### config.mk
export PLATFORM = sky130hd
export DESIGN_NAME = dac_sample_pacer
export DESIGN_NICKNAME = d
export VERILOG_FILES = /design/src/rtl/dac_pacer_pkg.sv /design/src/rtl/sync_fifo.sv /design/src/rtl/dac_sample_pacer.sv
export SDC_FILE = /design/constraint.sdc
export NUM_CORES = 1
export LEC_CHECK = 0
export CAP_MARGIN = 30
export CELL_PAD_IN_SITES_DETAIL_PLACEMENT = 1
export CELL_PAD_IN_SITES_GLOBAL_PLACEMENT = 1
export CORE_MARGIN = 4
export CORE_UTILIZATION = 40
export CTS_CLUSTER_SIZE = 12
export DETAILED_ROUTE_END_ITERATION = 8
export PLACE_DENSITY = 0.74
export SKIP_CTS_REPAIR_TIMING = 1
export SYNTH_ARGS = -nofsm -noshare
export SYNTH_HDL_FRONTEND = slang
export SYNTH_HIERARCHICAL = 1
export SYNTH_SLANG_ARGS = --single-unit
### constraint.sdc
create_clock -name clock_in -period 2.8 [get_ports clock_in]
set_clock_uncertainty 0.05 [all_clocks]
set_input_delay 0.42 -clock clock_in [delete_from_list [all_inputs] [get_ports clock_in]]
set_output_delay 0.42 -clock clock_in [all_outputs]
set_load 0.02 [all_outputs]
### src/rtl/dac_pacer_pkg.sv
// Shared definitions for the DAC sample pacer: FSM encoding, MAX5134
// command bytes, frame geometry and a saturating counter helper.
package dac_pacer_pkg;

  // Frame geometry: one command byte followed by one 16-bit sample.
  localparam int SAMPLE_W = 16;
  localparam int CMD_W    = 8;
  localparam int FRAME_W  = CMD_W + SAMPLE_W;

  // Pacer FSM states, 3-bit encoding.
  typedef enum logic [2:0] {
    ST_IDLE = 3'd0,
    ST_LOAD = 3'd1,
    ST_SEND = 3'd2,
    ST_ACK  = 3'd3,
    ST_DONE = 3'd4
  } pacer_state_t;

  // MAX5134 command bytes: upper nibble 0011 = write and update,
  // lower nibble is a one-hot channel select.
  localparam logic [CMD_W-1:0] CMD_NOP       = 8'b0000_0000;
  localparam logic [CMD_W-1:0] CMD_WRITE_A   = 8'b0011_0001;
  localparam logic [CMD_W-1:0] CMD_WRITE_B   = 8'b0011_0010;
  localparam logic [CMD_W-1:0] CMD_WRITE_C   = 8'b0011_0100;
  localparam logic [CMD_W-1:0] CMD_WRITE_D   = 8'b0011_1000;
  localparam logic [CMD_W-1:0] CMD_WRITE_ALL = 8'b0011_1111;

  // Increment an 8-bit counter, holding at 8'hFF instead of wrapping.
  function automatic logic [7:0] sat_inc8(input logic [7:0] value);
    return (value == 8'hFF) ? value : value + 8'd1;
  endfunction

endpackage

### src/rtl/sync_fifo.sv
// Small single-clock FIFO with combinational head read.  A pop and a
// push in the same cycle are both honoured, including when full; a push
// into an empty FIFO is never forwarded to a same-cycle pop.
module sync_fifo #(
  parameter int WIDTH = 16,
  parameter int DEPTH = 4,
  localparam int PTR_W = (DEPTH > 1) ? $clog2(DEPTH) : 1,
  localparam int LVL_W = PTR_W + 1
) (
  input  logic             clk,
  input  logic             srst,
  input  logic             i_push,
  input  logic             i_pop,
  input  logic [WIDTH-1:0] i_data,
  output logic [WIDTH-1:0] o_data,
  output logic             o_full,
  output logic             o_empty,
  output logic [LVL_W-1:0] o_level
);

  logic [WIDTH-1:0] r_mem [DEPTH];
  logic [PTR_W-1:0] r_wr_ptr;
  logic [PTR_W-1:0] r_rd_ptr;
  logic [LVL_W-1:0] r_level;
  logic             w_do_push;
  logic             w_do_pop;

  assign o_full  = (r_level == LVL_W'(DEPTH));
  assign o_empty = (r_level == '0);

  // The pop is evaluated first, so a full FIFO that is also popping
  // still has room for the incoming word.
  assign w_do_pop  = i_pop & ~o_empty;
  assign w_do_push = i_push & (~o_full | w_do_pop);

  assign o_data  = r_mem[r_rd_ptr];
  assign o_level = r_level;

  // Storage array; no reset so it maps onto plain RAM.
  always_ff @(posedge clk) begin
    if (w_do_push) begin
      r_mem[r_wr_ptr] <= i_data;
    end
  end

  // Pointers wrap naturally because DEPTH is a power of two.
  always_ff @(posedge clk) begin
    if (srst) begin
      r_wr_ptr <= '0;
      r_rd_ptr <= '0;
    end else begin
      if (w_do_push) r_wr_ptr <= r_wr_ptr + PTR_W'(1);
      if (w_do_pop)  r_rd_ptr <= r_rd_ptr + PTR_W'(1);
    end
  end

  // Occupancy tracks push/pop; simultaneous push and pop leaves it unchanged.
  always_ff @(posedge clk) begin
    if (srst) begin
      r_level <= '0;
    end else begin
      case ({w_do_push, w_do_pop})
        2'b10:   r_level <= r_level + LVL_W'(1);
        2'b01:   r_level <= r_level - LVL_W'(1);
        default: r_level <= r_level;
      endcase
    end
  end

endmodule

### src/rtl/dac_sample_pacer.sv
// Paces ADC samples out to the MAX5134 serialiser at a fixed rate.
// Samples are buffered in a FIFO; every SEND_INTERVAL cycles one is
// wrapped in a command byte and handed to the serialiser with a
// send/busy handshake.  Overflow, underrun and missed periods are flagged.
module dac_sample_pacer
  import dac_pacer_pkg::*;
#(
  parameter int               SEND_INTERVAL = 3624,
  parameter int               FIFO_DEPTH    = 4,
  parameter logic [CMD_W-1:0] CHANNEL_CMD   = CMD_WRITE_A
) (
  input  logic                clock_in,
  input  logic                reset,
  input  logic [SAMPLE_W-1:0] sample_in,
  input  logic                sample_valid,
  input  logic                dac_busy,
  input  logic                clear_flags,
  output logic [FRAME_W-1:0]  dac_data,
  output logic                dac_send,
  output logic [2:0]          fifo_level,
  output logic                overflow,
  output logic [7:0]          underrun_count,
  output logic                missed_tick
);

  localparam int CNT_W = $clog2(SEND_INTERVAL);
  localparam int LVL_W = ((FIFO_DEPTH > 1) ? $clog2(FIFO_DEPTH) : 1) + 1;

  pacer_state_t        r_state;
  pacer_state_t        w_state_next;
  logic [CNT_W-1:0]    r_period_cnt;
  logic                w_tick;
  logic                r_pending;
  logic                r_missed_tick;
  logic                r_overflow;
  logic [7:0]          r_underrun_count;
  logic [SAMPLE_W-1:0] r_last_sample;
  logic [FRAME_W-1:0]  r_dac_data;
  logic                r_dac_send;
  logic                w_load;
  logic                w_pop;
  logic                w_underrun;
  logic                w_overflow_set;
  logic [SAMPLE_W-1:0] w_selected_sample;
  logic [SAMPLE_W-1:0] w_fifo_data;
  logic                w_fifo_full;
  logic                w_fifo_empty;
  logic [LVL_W-1:0]    w_fifo_level;

  // Sample buffer between the irregular ADC side and the paced DAC side.
  sync_fifo #(
    .WIDTH (SAMPLE_W),
    .DEPTH (FIFO_DEPTH)
  ) u_fifo (
    .clk     (clock_in),
    .srst    (reset),
    .i_push  (sample_valid),
    .i_pop   (w_pop),
    .i_data  (sample_in),
    .o_data  (w_fifo_data),
    .o_full  (w_fifo_full),
    .o_empty (w_fifo_empty),
    .o_level (w_fifo_level)
  );

  assign w_tick            = (r_period_cnt == CNT_W'(SEND_INTERVAL - 1));
  assign w_load            = (r_state == ST_LOAD);
  assign w_pop             = w_load & ~w_fifo_empty;
  assign w_underrun        = w_load & w_fifo_empty;
  assign w_overflow_set    = sample_valid & w_fifo_full & ~w_pop;
  assign w_selected_sample = w_fifo_empty ? r_last_sample : w_fifo_data;

  // Free-running period counter; one tick per SEND_INTERVAL cycles.
  always_ff @(posedge clock_in) begin
    if (reset) begin
      r_period_cnt <= '0;
    end else if (w_tick) begin
      r_period_cnt <= '0;
    end else begin
      r_period_cnt <= r_period_cnt + CNT_W'(1);
    end
  end

  // Pending request and missed-period detection.  A tick landing in
  // ST_LOAD is a fresh request, since the old one is being consumed.
  always_ff @(posedge clock_in) begin
    if (reset) begin
      r_pending     <= 1'b0;
      r_missed_tick <= 1'b0;
    end else begin
      if (w_load) begin
        r_pending <= w_tick;
      end else if (w_tick) begin
        r_pending <= 1'b1;
      end
      if (w_tick && r_pending && !w_load) begin
        r_missed_tick <= 1'b1;
      end
    end
  end

  // FSM state register.
  always_ff @(posedge clock_in) begin
    if (reset) begin
      r_state <= ST_IDLE;
    end else begin
      r_state <= w_state_next;
    end
  end

  // FSM next-state: wait for a request, load a word, pulse send, then
  // follow the serialiser's busy rise and fall.
  always_comb begin
    w_state_next = r_state;
    unique case (r_state)
      ST_IDLE: if (r_pending && !dac_busy) w_state_next = ST_LOAD;
      ST_LOAD: w_state_next = ST_SEND;
      ST_SEND: w_state_next = ST_ACK;
      ST_ACK:  if (dac_busy) w_state_next = ST_DONE;
      ST_DONE: if (!dac_busy) w_state_next = ST_IDLE;
      default: w_state_next = ST_IDLE;
    endcase
  end

  // Registered send strobe, high exactly for the ST_SEND cycle.
  always_ff @(posedge clock_in) begin
    if (reset) begin
      r_dac_send <= 1'b0;
    end else begin
      r_dac_send <= (w_state_next == ST_SEND);
    end
  end

  // Command word and last-sample hold; an empty FIFO repeats the last value.
  always_ff @(posedge clock_in) begin
    if (reset) begin
      r_dac_data    <= '0;
      r_last_sample <= '0;
    end else if (w_load) begin
      r_dac_data <= {CHANNEL_CMD, w_selected_sample};
      if (!w_fifo_empty) begin
        r_last_sample <= w_fifo_data;
      end
    end
  end

  // Status flags: a set event in the same cycle beats clear_flags.
  always_ff @(posedge clock_in) begin
    if (reset) begin
      r_overflow       <= 1'b0;
      r_underrun_count <= 8'h00;
    end else begin
      if (w_overflow_set) begin
        r_overflow <= 1'b1;
      end else if (clear_flags) begin
        r_overflow <= 1'b0;
      end
      if (w_underrun) begin
        r_underrun_count <= sat_inc8(r_underrun_count);
      end else if (clear_flags) begin
        r_underrun_count <= 8'h00;
      end
    end
  end

  assign dac_data       = r_dac_data;
  assign dac_send       = r_dac_send;
  assign fifo_level     = 3'(w_fifo_level);
  assign overflow       = r_overflow;
  assign underrun_count = r_underrun_count;
  assign missed_tick    = r_missed_tick;

endmodule

==> impl_metrics.json <==
{
  "fmax_mhz": 373,
  "grt-busiest-layer": "met2",
  "place.gp.congestion": 0.760,
  "cpMostUsedCell": "inv_1",
  "port_buffers": 53,
  "finalSetupViolCount": 0,
  "syn_inst": 358,
  "ant_nets": 0,
  "cp.arrival_ns": 2.97,
  "row_count": 39,
  "synth_edf_count": 64,
  "placed_area_um2": 5380,
  "synthArstFlopShare": 0,
  "overflow": 0,
  "via_per_inst": 5.12,
  "drtIter0Drc": 211,
  "grt_setup_unrepaired": "false",
  "layout-drive-gt1-share": 0.180,
  "clk_latency_ns": 0.41,
  "grt_pass1_wl_mm": 17.3,
  "slew_violations": 0,
  "io_pins": 59,
  "cts_tree": "built",
  "setup_slack_ns": 0.121,
  "hp-class": "reg -> reg",
  "max-cap-violations": 0,
  "cts.reportedPaths.clkPinSlew_ns": 0.06,
  "use_met2": 0.307,
  "final_area_um2": 6000,
  "use_met3": 0.0508,
  "cp-end-kind": "flop",
  "num_antenna_cells": 0,
  "fillCellCount": 1132,
  "critPathMaxStageDelay_ns": 0.44,
  "run_status": "complete, no violations",
  "slew_headroom": 0.488,
  "syn-cell-area_um2": 4700,
  "yosysTopAreaCell": "edfxtp_1",
  "ys_seq_area_frac": 0.634,
  "netlist-cell-type-count": 54,
  "power_mw": 4.24,
  "synth_ff_type": "edfxtp_1",
  "wire_per_inst_um": 18.0,
  "die_w_um": 116,
  "worst_hold_slack_ns": 0.404,
  "grt_max_degree": 30,
  "tns_ns": 0,
  "grt_pass1_vias": 3278,
  "grt_util_met1": 0.193,
  "ys_warn_count": 6,
  "critPathKind": "reg -> reg",
  "die_h_um": 116,
  "yosysTopAreaCellShare": 0.409,
  "track_usage": 0.173,
  "vdd_drop_max_mv": 0.522,
  "root_buffer": "clkbuf_16",
  "fin_crit_ns": 2.68,
  "cts-buffers-inserted": 17,
  "synth_common_cells": "edfxtp_1 (64), dfxtp_1 (53), nand2_1 (43), nor2_1 (27), a21oi_1 (23)",
  "crit_path_top_delay_cell": "or3_2",
  "dp_slack_ns": 0.147,
  "nNetsFinal": 456,
  "synth.ff_latch_count": 117,
  "p_leak_nw": 2.04,
  "powerDensity_nw_per_um2": 706,
  "crit_required_ns": 3.09,
  "dr.pass1.iters": 5,
  "vias": 2983,
  "cts_sinks": 117,
  "antenna_found_initial": 0,
  "die-area_um2": 13600,
  "wirelength_mm": 10.5,
  "critPathLaunchType": "flop",
  "finalHoldViolCount": 0,
  "synthTopCellsByArea": "edfxtp_1 (41%), dfxtp_1 (23%), mux4_2 (6.2%)",
  "cp_max_fo": 9,
  "syn_area_per_cell_um2": 13.1,
  "coreArea_um2": 11500,
  "h-tree-depth": 4,
  "hpwl_mm": 6.80,
  "drc": 0,
  "yosysMostFrequentCell": "edfxtp_1",
  "worstMarginPinSlew_ns": 0.767,
  "crit_chain": "or3b_4 > or2_4 > clkinv_4 > o31ai_2 > inv_1 > ha_2 > inv_1 > fa_2 > xor2_1 > or3_2 > a21oi_2",
  "fin_crit_sh": 0.957,
  "clockBufferDepth": 2,
  "start_util": 0.410,
  "syn_to_final_growth_pct": 27.7
}
[per-stage QoR]
stage          cells  utilization
4_1_cts          582        0.522
3_3_place_gp     550        0.470
5_1_grt          583        0.524
2_1_floorplan    362            -
3_5_place_dp     550        0.470
6_report         583        0.524
[worst paths after layout]
path	end	slack, ns	depth (start not counted)	from
max reg2reg	u_fifo/o_level[2]	0.12	11	r_state[0]
min	r_last_sample[6]	0.40	2	r_last_sample[6]
min reg2reg	r_last_sample[6]	0.40	2	r_last_sample[6]
max	u_fifo/o_level[2]	0.12	11	r_state[0]
[per-layer routing]
metal / vias to the layer above / wire length [um]
met4: 0 / 150
met1: 1479 / 4360
li1: 1441 / -
met3: 13 / 406
met2: 50 / 5550
met5: - / 0
[logic make-up (layout without fill, tap and decap cells)]
family,Yosys count,in the layout,synth area share
xor gates and xnor gates,13,13,0.0242
other,1,5,0.000797
muxes,18,18,0.0843
adders and majority gates,8,8,0.0229
buffers and inverters,34,112,0.0444
AOI/OAI and AO/OA,46,46,0.0601
DFF,117,117,0.634
and+or+nand+nor,121,121,0.129
[layout make-up]
cell class	count	area [um2]	area share
Sequential cell	117	2990	0.497
Multi-Input combinational cell	211	1540	0.257
Timing Repair Buffer	67	636	0.106
Clock buffer	20	489	0.0815
Tap cell	143	179	0.0298
Clock inverter	12	118	0.0196
Inverter	13	53.8	0.00896
[critical path: cells and delay by family (launching register included)]
| family | cells | cell delay (ns) |
|---|---|---|
| xor+xnor | 1 | 0.16 |
| simple gates | 3 | 1.12 |
| compound gates | 2 | 0.22 |
| flops | 1 | 0.38 |
| fa+ha+maj | 2 | 0.51 |
| buf+inv | 3 | 0.16 |
[state kept, by name (all words and copies together), names as in the netlist, named ones only]
register         count
missed_tick          1
overflow             1
underrun_count       8
r_period_cnt        12
r_last_sample       15
u_fifo/o_level       3
u_fifo/r_wr_ptr      2
r_pending            1
r_state              3
u_fifo/r_mem        64
dac_data             2
dac_send             1
u_fifo/r_rd_ptr      2
[layout by cell type, fill, tap and decap left out, types with 3 or more instances in the layout]
cell | synthesis | final
o21ai_0 | 6 | 6
ha_1 | 7 | 6
mux4_1 | 3 | 3
clkinvlp_4 | 0 | 3
xor2_1 | 8 | 8
clkdlybuf4s50_1 | 0 | 53
mux4_2 | 13 | 13
dfxtp_1 | 53 | 52
xnor2_1 | 5 | 5
a21oi_1 | 23 | 22
nor3_1 | 7 | 7
o211ai_1 | 3 | 3
nand3_1 | 8 | 8
nand4_1 | 6 | 6
a21oi_2 | 3 | 4
a31oi_1 | 3 | 3
nor2_1 | 27 | 27
edfxtp_1 | 64 | 64
inv_1 | 12 | 12
buf_4 | 8 | 14
conb_1 | 1 | 5
nand2_1 | 43 | 43
and2_2 | 4 | 4
clkinv_4 | 1 | 5
clkbuf_16 | 0 | 19
[power breakdown]
part	internal, mW	leakage [nW]	switching [mW]
clock	1.36	0.291	0.807
combinational	0.0826	0.734	0.107
sequential	1.87	1.02	0.0186
(Power assumes the default switching activity.)
